<file path="src/rtl/inst_fetch_unit_pkg.sv">
// rtl/inst_fetch_unit_pkg.sv - fetch_pkg: reset PC, FSM states and queue entry type
package fetch_pkg;

    localparam logic [31:0] RESET_PC_DEFAULT = 32'h0040_0000;

    typedef enum logic [1:0] {
        S_BOOT  = 2'd0,
        S_RUN   = 2'd1,
        S_REDIR = 2'd2
    } fetch_state_t;

    typedef struct packed {
        logic [31:0] pc;
        logic [31:0] ins;
    } fetch_entry_t;

endpackage

</file>
<file path="src/rtl/inst_fetch_unit_if.sv">
// rtl/inst_fetch_unit_if.sv - fetch_if: redirect, ROM and decode handshake bundle
interface fetch_if #(
    parameter int ROM_AW = 8
);
    logic              redirect_valid;
    logic [31:0]       redirect_pc;
    logic              rom_en;
    logic [ROM_AW-1:0] rom_addr;
    logic [31:0]       rom_data;
    logic              ins_valid;
    logic              ins_ready;
    logic [31:0]       ins_data;
    logic [31:0]       ins_pc;
    logic [2:0]        queue_level;
    logic [31:0]       perf_fetches;
    logic [31:0]       perf_starve;

    modport master (
        input  redirect_valid, redirect_pc, rom_data, ins_ready,
        output rom_en, rom_addr, ins_valid, ins_data, ins_pc, queue_level,
               perf_fetches, perf_starve
    );

    modport slave (
        output redirect_valid, redirect_pc, rom_data, ins_ready,
        input  rom_en, rom_addr, ins_valid, ins_data, ins_pc, queue_level,
               perf_fetches, perf_starve
    );
endinterface

</file>
<file path="src/rtl/inst_fetch_unit_fetch_queue.sv">
// rtl/inst_fetch_unit_fetch_queue.sv - fetch_queue: FIFO of {pc, ins}, clear wins over push
module fetch_queue
    import fetch_pkg::*;
#(
    parameter int DEPTH = 4,
    parameter int LVL_W = $clog2(DEPTH) + 1
) (
    input  logic             clk,
    input  logic             rst,
    input  logic             push_i,
    input  logic             pop_i,
    input  logic             clear_i,
    input  fetch_entry_t     push_data_i,
    output fetch_entry_t     head_o,
    output logic [LVL_W-1:0] level_o,
    output logic             empty_o,
    output logic             full_o
);
    localparam int PTR_W = $clog2(DEPTH);

    fetch_entry_t     mem_q [DEPTH];
    logic [PTR_W-1:0] rd_ptr_q, wr_ptr_q;
    logic [LVL_W-1:0] count_q, count_d;
    logic             do_push, do_pop;

    assign do_push = push_i && !clear_i;
    assign do_pop  = pop_i && !empty_o && !clear_i;

    always_comb begin
        count_d = count_q;
        case ({do_push, do_pop})
            2'b10:   count_d = count_q + 1'b1;
            2'b01:   count_d = count_q - 1'b1;
            default: count_d = count_q;
        endcase
    end

    always_ff @(posedge clk or negedge rst) begin
        if (!rst) begin
            rd_ptr_q <= '0;
            wr_ptr_q <= '0;
            count_q  <= '0;
        end else if (clear_i) begin
            rd_ptr_q <= '0;
            wr_ptr_q <= '0;
            count_q  <= '0;
        end else begin
            if (do_push) wr_ptr_q <= wr_ptr_q + 1'b1;
            if (do_pop)  rd_ptr_q <= rd_ptr_q + 1'b1;
            count_q <= count_d;
        end
    end

    always_ff @(posedge clk) begin
        if (do_push) mem_q[wr_ptr_q] <= push_data_i;
    end

    assign head_o  = mem_q[rd_ptr_q];
    assign level_o = count_q;
    assign empty_o = (count_q == '0);
    assign full_o  = (count_q == LVL_W'(DEPTH));

    // The issue rule reserves a slot for every in-flight read, so a full queue never sees a push.
    assert property (@(posedge clk) disable iff (!rst) !(push_i && full_o));

endmodule

</file>
<file path="src/rtl/inst_fetch_unit.sv">
// rtl/inst_fetch_unit.sv - instruction fetch stage; FETCH_PERF_EN adds fetch/starve counters
module inst_fetch_unit
    import fetch_pkg::*;
#(
    parameter logic [31:0] RESET_PC    = RESET_PC_DEFAULT,
    parameter int          QUEUE_DEPTH = 4,
    parameter int          ROM_AW      = 8
) (
    input logic     clk,
    input logic     rst,
    fetch_if.master bus
);
    localparam int LVL_W = $clog2(QUEUE_DEPTH) + 1;

    fetch_state_t     state_q;
    logic [31:0]      fetch_pc_q, fetch_pc_d;
    logic [31:0]      inflight_pc_q;
    logic             inflight_q;
    logic             issue, push, pop, clear;
    logic             q_empty, q_full;
    logic [LVL_W-1:0] level;
    fetch_entry_t     head, push_entry;

    // A slot is reserved for the outstanding read so the 1-cycle ROM response always fits.
    assign issue = (state_q != S_BOOT) && !bus.redirect_valid &&
                   ((32'(level) + 32'(inflight_q)) < 32'(QUEUE_DEPTH));
    assign clear = bus.redirect_valid;
    assign push  = inflight_q && !bus.redirect_valid;
    assign pop   = !q_empty && bus.ins_ready && !bus.redirect_valid;

    assign push_entry.pc  = inflight_pc_q;
    assign push_entry.ins = bus.rom_data;

    always_comb begin
        fetch_pc_d = fetch_pc_q;
        if (bus.redirect_valid) fetch_pc_d = {bus.redirect_pc[31:2], 2'b00};
        else if (issue)         fetch_pc_d = fetch_pc_q + 32'd4;
    end

    always_ff @(posedge clk or negedge rst) begin
        if (!rst) begin
            state_q       <= S_BOOT;
            fetch_pc_q    <= RESET_PC;
            inflight_q    <= 1'b0;
            inflight_pc_q <= '0;
        end else begin
            case (state_q)
                S_BOOT:  state_q <= S_RUN;
                S_RUN:   state_q <= bus.redirect_valid ? S_REDIR : S_RUN;
                S_REDIR: state_q <= bus.redirect_valid ? S_REDIR : S_RUN;
                default: state_q <= S_BOOT;
            endcase
            fetch_pc_q <= fetch_pc_d;
            inflight_q <= issue;
            if (issue) inflight_pc_q <= fetch_pc_q;
        end
    end

    fetch_queue #(
        .DEPTH (QUEUE_DEPTH),
        .LVL_W (LVL_W)
    ) u_queue (
        .clk         (clk),
        .rst         (rst),
        .push_i      (push),
        .pop_i       (pop),
        .clear_i     (clear),
        .push_data_i (push_entry),
        .head_o      (head),
        .level_o     (level),
        .empty_o     (q_empty),
        .full_o      (q_full)
    );

    assign bus.rom_en      = issue;
    assign bus.rom_addr    = fetch_pc_q[ROM_AW+1:2];
    assign bus.ins_valid   = !q_empty;
    assign bus.ins_data    = head.ins;
    assign bus.ins_pc      = head.pc;
    assign bus.queue_level = 3'(level);

`ifdef FETCH_PERF_EN
    logic [31:0] perf_fetches_q, perf_starve_q;

    always_ff @(posedge clk or negedge rst) begin
        if (!rst) begin
            perf_fetches_q <= '0;
            perf_starve_q  <= '0;
        end else begin
            if (issue && (perf_fetches_q != '1))
                perf_fetches_q <= perf_fetches_q + 32'd1;
            if ((state_q == S_RUN) && q_empty && (perf_starve_q != '1))
                perf_starve_q <= perf_starve_q + 32'd1;
        end
    end

    assign bus.perf_fetches = perf_fetches_q;
    assign bus.perf_starve  = perf_starve_q;
`else
    assign bus.perf_fetches = '0;
    assign bus.perf_starve  = '0;
`endif

endmodule

</file>
<file path="src/flat_wrapper.sv">
// flat-port wrapper written by rule: the top's interface ports become plain ports
module inst_fetch_unit_flat import fetch_pkg::*;
#(
    parameter logic [31:0] RESET_PC    = RESET_PC_DEFAULT,
    parameter int          QUEUE_DEPTH = 4,
    parameter int          ROM_AW      = 8
)
  (clk, rst, bus_redirect_valid, bus_redirect_pc, bus_rom_data, bus_ins_ready, bus_rom_en, bus_rom_addr, bus_ins_valid, bus_ins_data, bus_ins_pc, bus_queue_level, bus_perf_fetches, bus_perf_starve);
  fetch_if #(.ROM_AW(ROM_AW)) bus_i ();
  input logic clk;
  input logic rst;
  input wire logic [$bits(bus_i.redirect_valid)-1:0] bus_redirect_valid;
  input wire logic [$bits(bus_i.redirect_pc)-1:0] bus_redirect_pc;
  input wire logic [$bits(bus_i.rom_data)-1:0] bus_rom_data;
  input wire logic [$bits(bus_i.ins_ready)-1:0] bus_ins_ready;
  output wire logic [$bits(bus_i.rom_en)-1:0] bus_rom_en;
  output wire logic [$bits(bus_i.rom_addr)-1:0] bus_rom_addr;
  output wire logic [$bits(bus_i.ins_valid)-1:0] bus_ins_valid;
  output wire logic [$bits(bus_i.ins_data)-1:0] bus_ins_data;
  output wire logic [$bits(bus_i.ins_pc)-1:0] bus_ins_pc;
  output wire logic [$bits(bus_i.queue_level)-1:0] bus_queue_level;
  output wire logic [$bits(bus_i.perf_fetches)-1:0] bus_perf_fetches;
  output wire logic [$bits(bus_i.perf_starve)-1:0] bus_perf_starve;
  assign bus_i.redirect_valid = bus_redirect_valid;
  assign bus_i.redirect_pc = bus_redirect_pc;
  assign bus_i.rom_data = bus_rom_data;
  assign bus_i.ins_ready = bus_ins_ready;
  assign bus_rom_en = bus_i.rom_en;
  assign bus_rom_addr = bus_i.rom_addr;
  assign bus_ins_valid = bus_i.ins_valid;
  assign bus_ins_data = bus_i.ins_data;
  assign bus_ins_pc = bus_i.ins_pc;
  assign bus_queue_level = bus_i.queue_level;
  assign bus_perf_fetches = bus_i.perf_fetches;
  assign bus_perf_starve = bus_i.perf_starve;
  inst_fetch_unit #(.RESET_PC(RESET_PC), .QUEUE_DEPTH(QUEUE_DEPTH), .ROM_AW(ROM_AW)) u_core (.clk(clk), .rst(rst), .bus(bus_i));
endmodule
</file>
<file path="config.mk">
export PLATFORM = sky130hd
export DESIGN_NAME = inst_fetch_unit_flat
export DESIGN_NICKNAME = d
export VERILOG_FILES = /design/src/rtl/inst_fetch_unit_pkg.sv /design/src/rtl/inst_fetch_unit_if.sv /design/src/rtl/inst_fetch_unit_fetch_queue.sv /design/src/rtl/inst_fetch_unit.sv /design/src/flat_wrapper.sv
export SDC_FILE = /design/constraint.sdc
export NUM_CORES = 1
export LEC_CHECK = 0
export ABC_AREA = 0
export BUFFER_PORTS_ARGS = -buffer_cell sky130_fd_sc_hd__buf_2
export CORE_UTILIZATION = 40
export DETAILED_ROUTE_END_ITERATION = 10
export PLACE_DENSITY = 0.71
export SKIP_LAST_GASP = 1
export SLEW_MARGIN = 10
export SYNTH_ARGS = -nofsm -noshare
export SYNTH_HDL_FRONTEND = slang
export SYNTH_SLANG_ARGS = --single-unit
</file>
<file path="constraint.sdc">
create_clock -name clk -period 3.2 [get_ports clk]
set_input_delay 0.48 -clock clk [delete_from_list [all_inputs] [get_ports clk]]
set_output_delay 0.48 -clock clk [all_outputs]
set_load 0.02 [all_outputs]
</file>
After elaboration in Yosys (flattened, before gate mapping):

Memories as Yosys holds them, arrays and structs flattened.
Index checks and enable logic that the tools add are counted.

* flip-flop bits (word level): 74
* bits in latches: 0
* RAM bits: 256
* ROM bits: 0
* bits of input ports: 68
* output and inout port bits: 141
* logic and storage cells: 49
* memories: 1

Memory list
* u_core.u_queue.mem_q: words 4, bits a word 64, read ports 1, clocked after Yosys merged registers in 0, wr ports 1, RTL line inst_fetch_unit_fetch_queue.sv:21 `fetch_entry_t mem_q [DEPTH];`

* add/subtract/negate cells: 6
* multipliers: 0
* divide/modulo/power cells: 0
* magnitude comparators: 1
* equality and inequality tests: 4
* shifts and indexed selects: 0
* muxes and demuxes: 12
* bitwise logic cells: 0
* reductions and logical operators: 18

Operators with widths (count)
* two-way mux 32 bit: 2
* adder 32 x 3 -> 32 bit, second input constant: 1
* < comparator 32 x 3 -> 1 bit, second input constant: 1
* two-way mux 2 bit: 5
* logical AND 1 bit: 8
* nonzero test 2 bit: 4
* case mux 3 bit (2 select lines): 1
* adder 2 x 1 -> 2 bit, second input constant: 2
* adder 3 x 1 -> 4 bit: 1
* == test 2 x 1 -> 1 bit, second input constant: 2
* == test 2 bit, second input constant: 2
* case mux 2 bit (2 select lines): 1
* adder 3 x 1 -> 3 bit, second input constant: 1
* zero test 3 bit: 1
* two-way mux 3 bit: 1
* nonzero test 3 bit: 1
* subtractor 3 x 1 -> 3 bit, second input constant: 1
* zero test 1 bit: 2
* zero test 2 bit: 1
* two-way mux 1 bit: 2
* OR reduction 2 bit: 1

Logic depth before layout (Yosys ltp):

Gate-level depths: netlist of run 1.

* word-level depth: 9
* depth in mapped cells: 9
* mapped depth without buffers: 8

Cells and area by module:

A second synthesis of run 1 with hierarchy kept.

* cell total of the unflattened synthesis: 824
* area, all modules: 13487.9 um2

By module, submodules not included
* fetch_queue: times used 1, cells an instance 388, area an instance 9739.3 um2
* inst_fetch_unit: times used 1, cells an instance 436, area an instance 3748.6 um2

Least setup slack after synthesis of run 1:

Ideal clock, no wire load.

* path kind: input-to-reg
* start point: input port bus_redirect_valid
* end point: memory u_core.u_queue.mem_q[0][0] in the netlist's numbering, enable pin
* arrival: 2302 ps
* slack: 471 ps
* cell stages on the path: 3
* path through: buf_2 > nor2b_1 > and2_1

* word-level cells in the longest chain between the ends: 5

RTL lines
* start: declaration: RTL line flat_wrapper.sv:12 `input wire logic [$bits(bus_i.redirect_valid)-1:0] bus_redirect_valid;`
* zero test 1 bit (*): RTL line inst_fetch_unit_fetch_queue.sv:26, inst_fetch_unit.sv:28
* logical AND 1 bit: RTL line inst_fetch_unit.sv:28 `assign push = inflight_q && !bus.redirect_valid;`
* logical AND 1 bit (*): RTL line inst_fetch_unit_fetch_queue.sv:26 `assign do_push = push_i && !clear_i;`
* two-way mux 1 bit (*): RTL line inst_fetch_unit_fetch_queue.sv:55 `if (do_push) mem_q[wr_ptr_q] <= push_data_i;`
* two-way mux 1 bit (not written as such) (*): RTL line inst_fetch_unit_fetch_queue.sv:55
* end: declaration: RTL line inst_fetch_unit_fetch_queue.sv:21

Mark *: on every way between the ends. The rest lies on a longest branch, timed or not.

Worst setup path in the final report of run 1:

* start point: register u_core.u_queue.rd_ptr_q[0]
* end point: output port bus_ins_data[0]

* word-level cells in the longest chain between the ends: 1

RTL lines
* start: declaration: RTL line inst_fetch_unit_fetch_queue.sv:22 `logic [PTR_W-1:0] rd_ptr_q, wr_ptr_q;`
* start signal: assignment: RTL line inst_fetch_unit_fetch_queue.sv:49 `if (do_pop) rd_ptr_q <= rd_ptr_q + 1'b1;`
* memory (4 x 64 bit)
* end: declaration: RTL line flat_wrapper.sv:19 `output wire logic [$bits(bus_i.ins_data)-1:0] bus_ins_data;`

No other way between the ends.

==> flow_summary_export.csv, run 1 <==
group,metric,value,unit
run_status,status,"complete, no violations",
synth,ys_async_sr_fraction,22.0,%
synth,ys_ff_latch,318,
sta,clock_skew,0.0241,ns
clock_tree,cts.sinks,318,
clock_tree,root_buffer,"clkbuf_16",
routing,drtPass1Iterations,5,
finish,final_net_count,1012,
clock_tree,cts_tree,"done",
grt,grt_first_pass_wirelength,40.3,mm
synth,seq_area_frac_synth,71.1,%
floorplan,die_y,182,um
clock_tree,cts_setup_buffers,0,
synth,post_synth_main_area_contributors,"edfxtp_1 (58%), dfrtp_1 (13%), mux4_2 (11%)",
pwr,peakVddDrop,0.389,mV
clock_tree,holdBufCountCts,0,
finish,area_growth,15.7,%
pwr,swShare,31.4,%
clock_tree,insertion_delay,0.50,ns
synth,yosysWarnings,0,
pwr,p_int,8.88,mW
routing,num_vias,6999,
routing,wirelength,26.1,mm
sta,fmax,380,MHz
synth,yosys.area.top_type,"edfxtp_1",
sta,finalSetupViolCount,0,
grt,grt_pass1_vias,7018,
sta,rsz0062_at_grt,"false",
grt,grt_remaining_overflow,0,
sta,slew_viol_final,0,
clock_tree,clk_pin_slew,0.06,ns
synth,syn_area,0.0129,mm^2
critical_path,end_kind,"output pin",
synth,synth_top_area_share,57.6,%
min_path,hold_class,"primary input to asynchronous set/reset pin",
critical_path,worst-r2r-cell-count,7,
grt,grt_use_total,16.0,%
synth,ys_types,46,
grt,grt_max_degree,42,
pwr,power_density,864,mW/mm^2
synth,yosys_most_used_dff,"edfxtp_1",
grt,antenna_found_initial,0,
pwr,p_sw,4.06,mW
clock_tree,cts_buffer_depth,3,
finish,layout-drive-gt1-share,30.3,%
routing,ant_nets,0,
synth,synthCells,783,
floorplan,ios,209,
synth,synth.top_cells.by_count,"edfxtp_1 (248), nand2_1 (116), buf_4 (75)",
critical_path,cp.arrival,2.15,ns
sta,period_needed,2.63,ns
synth,synth.most_common_cell,"edfxtp_1",
sta,hold_ws,0.0345,ns
sta,tns,0,ns
placement,hpwl,16.9,mm
routing,drc,0,
pwr,combPwrFrac,25.8,%
routing,drt_iter0_markers,537,
sta,slew_headroom,39.2,%
synth,synth_edf_count,248,
placement,dp_slack,0.719,ns
clock_tree,htree_levels,2,
floorplan,rows,65,
critical_path,slowest_delay,0.59,ns
synth,avgSynthCellArea,16.5,um^2
critical_path,setup.worst_path.class,"register to output pin",
critical_path,crit_chain,"buf_4 -> mux4_2 -> buf_2",
floorplan,initial_core_util,40.8,%
pwr,pwr-share-seq,45.0,%
pwr,p_clk_share,29.2,%
sta,period_share,82.2,%
sta,fin_ws,0.569,ns
critical_path,startpoint_type,"register",
critical_path,cp_max_fo,15,
floorplan,chipWidth,182,um
clock_tree,cts.repair.resized,0,
sta,tightest_slew,0.909,ns
floorplan,core_area,0.0317,mm^2
routing,routed_via_density,5.15,
placement,io_buffers,140,
run,cap_violations,0,
sta,final_hold_viol_count,0,
finish,diodes,0,
critical_path,cpMaxStageDelayCell,"mux4_2",
pwr,power.leakage,5.61,nW
routing,wl_per_cell,19.2,um
floorplan,die_area,0.0331,mm^2
finish,fill_cells,2706,
clock_tree,cts_buffers,34,
placement,finalWeightedCongestion,0.769,
critical_path,worstPathRequired,2.72,ns
## power by group through the flow
stage / Combinational [mW] / Sequential, mW / Clock (mW)
final: 3.34 / 5.82 / 3.77
after CTS: 3.42 / 5.82 / 3.87
after floorplan: 2.50 / 5.69 / 0
after global routing: 3.65 / 5.91 / 4.03
after global placement: 3.37 / 5.85 / 0
after detailed placement: 3.41 / 5.90 / 0
## metrics by stage
stage	cell area [um^2]	cells	util (%)	power [mW]
detailed placement	13900	1302	43.8	9.31
global route	15000	1360	47.2	13.6
CTS	15000	1360	47.2	13.1
floorplan	13200	848	-	8.19
global placement	13900	1302	43.8	9.22
finish	15000	1360	47.2	12.9
## critical path: cells and delay by family (launching register included)
kind	cells	cell delay, ns
buffers and inverters	2	0.52
muxes	1	0.59
DFF	1	0.54
## layout by cell type (no fill, tap or decap), types with 4 or more instances in the layout
| cell | netlist | routed |
|---|---|---|
| buf_4 | 75 | 17 |
| inv_1 | 10 | 10 |
| mux4_2 | 62 | 62 |
| o21ai_0 | 20 | 20 |
| a21oi_1 | 4 | 4 |
| nand2_1 | 116 | 115 |
| nor2_1 | 18 | 18 |
| mux2i_1 | 4 | 4 |
| dfrtp_1 | 69 | 67 |
| clkbuf_16 | 0 | 35 |
| o311ai_0 | 7 | 7 |
| clkbuf_1 | 21 | 7 |
| conb_1 | 1 | 66 |
| nand3_1 | 21 | 21 |
| buf_2 | 12 | 140 |
| o211ai_1 | 11 | 11 |
| nor3_1 | 5 | 5 |
| nand4_1 | 8 | 8 |
| and2_4 | 0 | 4 |
| clkinv_2 | 0 | 9 |
| and3_1 | 8 | 8 |
| a31oi_1 | 5 | 5 |
| a221o_1 | 6 | 6 |
| ha_1 | 7 | 7 |
| xor2_1 | 4 | 4 |
| or3_1 | 6 | 6 |
| edfxtp_1 | 248 | 248 |
## layout make-up
cell class                 instances  area, um^2  area share (%)
clock buffer                      44         930            6.21
clock inverter                    14         148           0.986
inverter                          11        41.3           0.276
multi-input combinational        411        3250            21.7
sequential                       318        9210            61.5
tap                              402         503            3.36
timing repair buffer             160         888            5.94
## path summary, 6_finish.rpt
check                                            from                           to  slack (ns)
min                                               rst     u_core.inflight_pc_q[12]        0.03
max reg2reg                 u_core.u_queue.level_o[0]    u_core.u_queue.level_o[2]        0.80
min in group clk                  bus_redirect_pc[16]        u_core.fetch_pc_q[16]        0.20
max                        u_core.u_queue.rd_ptr_q[0]              bus_ins_data[0]        0.57
max in group asynchronous                         rst         u_core.fetch_pc_q[5]        2.35
min reg2reg                  u_core.inflight_pc_q[22]  u_core.u_queue.mem_q[3][54]        0.52
## routing by layer
layer  track usage, %  wire length (um)  vias up
met5                0                 0        -
met4             4.77               566        0
met3             3.27              1790       42
met2             26.4             12600      262
met1             21.4             11200     3544
li1                 -                 -     3151
## logic make-up after synthesis
family | synth area share, %
other | 0.0290
AND/OR/NAND/NOR | 7.48
AO/OA/AOI/OAI | 3.24
adder cells (fa/ha/maj) | 0.832
flip-flops | 71.1
multiplexers | 11.1
buffers and inverters | 5.74
XOR/XNOR | 0.474
## flip-flops by register name, indices dropped and copies added, names as in the netlist
name and count:
u_core.inflight_q 1, u_core.inflight_pc_q 30, u_core.fetch_pc_q 30, u_core.u_queue.mem_q 248
u_core.u_queue.level_o 3, u_core.state_q 2, u_core.u_queue.wr_ptr_q 2, u_core.u_queue.rd_ptr_q 2
No activity file was read; power rests on OpenSTA's default activity.
==> run 2: changes to the inputs <==
==> constraint.sdc (replaced) <==
create_clock -name clk -period 2.7 [get_ports clk]
set_input_delay 0.405 -clock clk [delete_from_list [all_inputs] [get_ports clk]]
set_output_delay 0.405 -clock clk [all_outputs]
set_load 0.02 [all_outputs]
==> run 2 against run 1 <==
Cell area up 1.7%. First-iteration DRC count grew 11%. Wire length is 1.1% higher. Cell count is 0.59% higher. Combinational power increased by 21%. Via count grew 0.83%. Sequential share of layout area shrank 1.1 points. Clock power is 28% higher. Sequential power increased by 19%. Die area is the same. Non-clock buffer count increased by 7. Register-to-register slack got worse by 0.30 ns. Largest cell class unchanged. Highest routed layer is now met5.
==> flow_summary_export.csv, run 2 (synthesized netlist as in run 1, its figures left out) <==
group,metric,value,unit
clock_tree,cts_tree,"done",
sta,period_share,93.2,%
floorplan,rows,65,
clock_tree,htree_levels,2,
finish,fin_area,0.0152,mm^2
finish,utilization,48.0,%
pwr,finalPower,15.8,mW
clock_tree,insertion_delay,0.51,ns
finish,finalNonFillerCells,1368,
critical_path,startpoint_type,"register",
grt,grt_use_total,16.1,%
routing,routed_via_density,5.16,
routing,drt_iter0_markers,594,
sta,fin_ws,0.183,ns
floorplan,ios,209,
grt,antenna_found_initial,1,
floorplan,initial_core_util,40.8,%
finish,final_net_count,1020,
pwr,combPwrFrac,25.6,%
sta,slew_headroom,33.1,%
finish,final_cell_mix,"edfxtp_1 (248), buf_2 (140), nand2_1 (115)",
finish,fill_cells,2672,
routing,wl_per_cell,19.3,um
floorplan,core_area,0.0317,mm^2
sta,period_needed,2.52,ns
placement,finalWeightedCongestion,0.795,
grt,grt_max_degree,61,
placement,place_inst,1308,
sta,hold_ws,0.121,ns
routing,ant_nets,0,
sta,clock_skew,0.0220,ns
placement,placed_area,0.0140,mm^2
pwr,peakVddDrop,0.546,mV
finish,final_common_cell,"edfxtp_1",
finish,diodes,0,
clock_tree,cts_buffers,35,
placement,io_buffers,140,
floorplan,die_y,182,um
finish,area_growth,17.7,%
sta,rsz0062_at_grt,"false",
critical_path,setup.worst_path.class,"register to output pin",
placement,dp_slack,0.504,ns
finish,layout-drive-gt1-share,31.1,%
sta,tns,0,ns
finish,largest_reg_flops,248,
run,cap_violations,0,
finish,top_register,"u_core.u_queue.mem_q",
placement,hpwl,17.0,mm
pwr,p_int,10.9,mW
routing,drc,0,
sta,slew_viol_final,0,
routing,wirelength,26.4,mm
pwr,swShare,31.0,%
routing,num_vias,7057,
routing,drtPass1Iterations,7,
critical_path,cp_max_fo,12,
grt,grt_pass1_vias,6922,
sta,tightest_slew,1.00,ns
sta,fmax,397,MHz
floorplan,die_area,0.0331,mm^2
grt,grt_remaining_overflow,0,
min_path,hold_class,"primary input to register",
floorplan,chipWidth,182,um
clock_tree,root_buffer,"clkbuf_16",
clock_tree,clk_pin_slew,0.06,ns
critical_path,cp.arrival,2.11,ns
pwr,p_sw,4.90,mW
grt,grt_first_pass_wirelength,40.5,mm
clock_tree,cts.sinks,318,
pwr,power.leakage,5.71,nW
pwr,pwr-share-seq,43.8,%
critical_path,worstPathRequired,2.30,ns
sta,final_hold_viol_count,0,
pwr,p_clk_share,30.6,%
critical_path,end_kind,"output pin",
sta,finalSetupViolCount,0,
pwr,power_density,1040,mW/mm^2
clock_tree,cts_buffer_depth,3,
run_status,status,"complete, no violations",
finish,reg_top3,"u_core.u_queue.mem_q x248, u_core.fetch_pc_q x30, u_core.inflight_pc_q x30",
run 2: cell count changes in the layout (fill, tap and decap cells not counted), sizes merged:
cell and change:
buf +6, clkbuf +4, clkinv -5, clkinvlp +2
dlygate4sd3 +1
run 2: final timing paths:
path / startpoint / end / slack [ns] / cells after the start
worst max register to register: u_core.inflight_q / u_core.fetch_pc_q[14] / 0.50 / 6
min in group asynchronous: rst / u_core.fetch_pc_q[16] / 0.32 / 2
worst max-delay path: u_core.u_queue.rd_ptr_q[0] / bus_ins_pc[22] / 0.18 / 3
max in group asynchronous: rst / u_core.u_queue.rd_ptr_q[1] / 1.80 / 3
worst min register to register: u_core.inflight_pc_q[9] / u_core.u_queue.mem_q[3][41] / 0.52 / 0
worst min-delay path: bus_rom_data[22] / u_core.u_queue.mem_q[0][22] / 0.12 / 1
run 2: timing repair:
item	in CTS	in global routing
hold buffers	1	0
resized for setup	0	0
endpoints found under the hold margin	10	0
buffers inserted	0	0
run 2: power groups by stage:
stage                     Sequential [mW]  Combinational (mW)  Clock [mW]
after floorplan                      6.75                2.96           0
after global placement               6.96                4.06           0
after detailed placement             7.02                4.10           0
after CTS                            6.92                4.12        4.92
after global routing                 7.02                4.39        5.12
final                                6.91                4.03        4.83
run 2: routing by layer:
| layer | vias up | share of wire, % | GRT usage [%] |
|---|---|---|---|
| met2 | 268 | 48 | 25.9 |
| met3 | 46 | 6.7 | 3.37 |
| met5 | - | 0.049 | 0 |
| met1 | 3568 | 43 | 22.1 |
| met4 | 2 | 2.4 | 4.71 |
| li1 | 3173 | - | - |
run 2: layout make-up:
class	count	area [um^2]	share of cell area (%)
Tap cell	402	503	3.30
Sequential cell	318	9210	60.4
Multi-Input combinational cell	411	3250	21.4
Clock buffer	48	1050	6.89
Timing Repair Buffer	167	1040	6.85
Clock inverter	11	135	0.887
Inverter	11	41.3	0.271
run 2: critical path, stage by stage (launching register included):
cell and delay (ns):
dfrtp_4 0.61, buf_4 0.28, mux4_2 0.55, buf_2 0.18
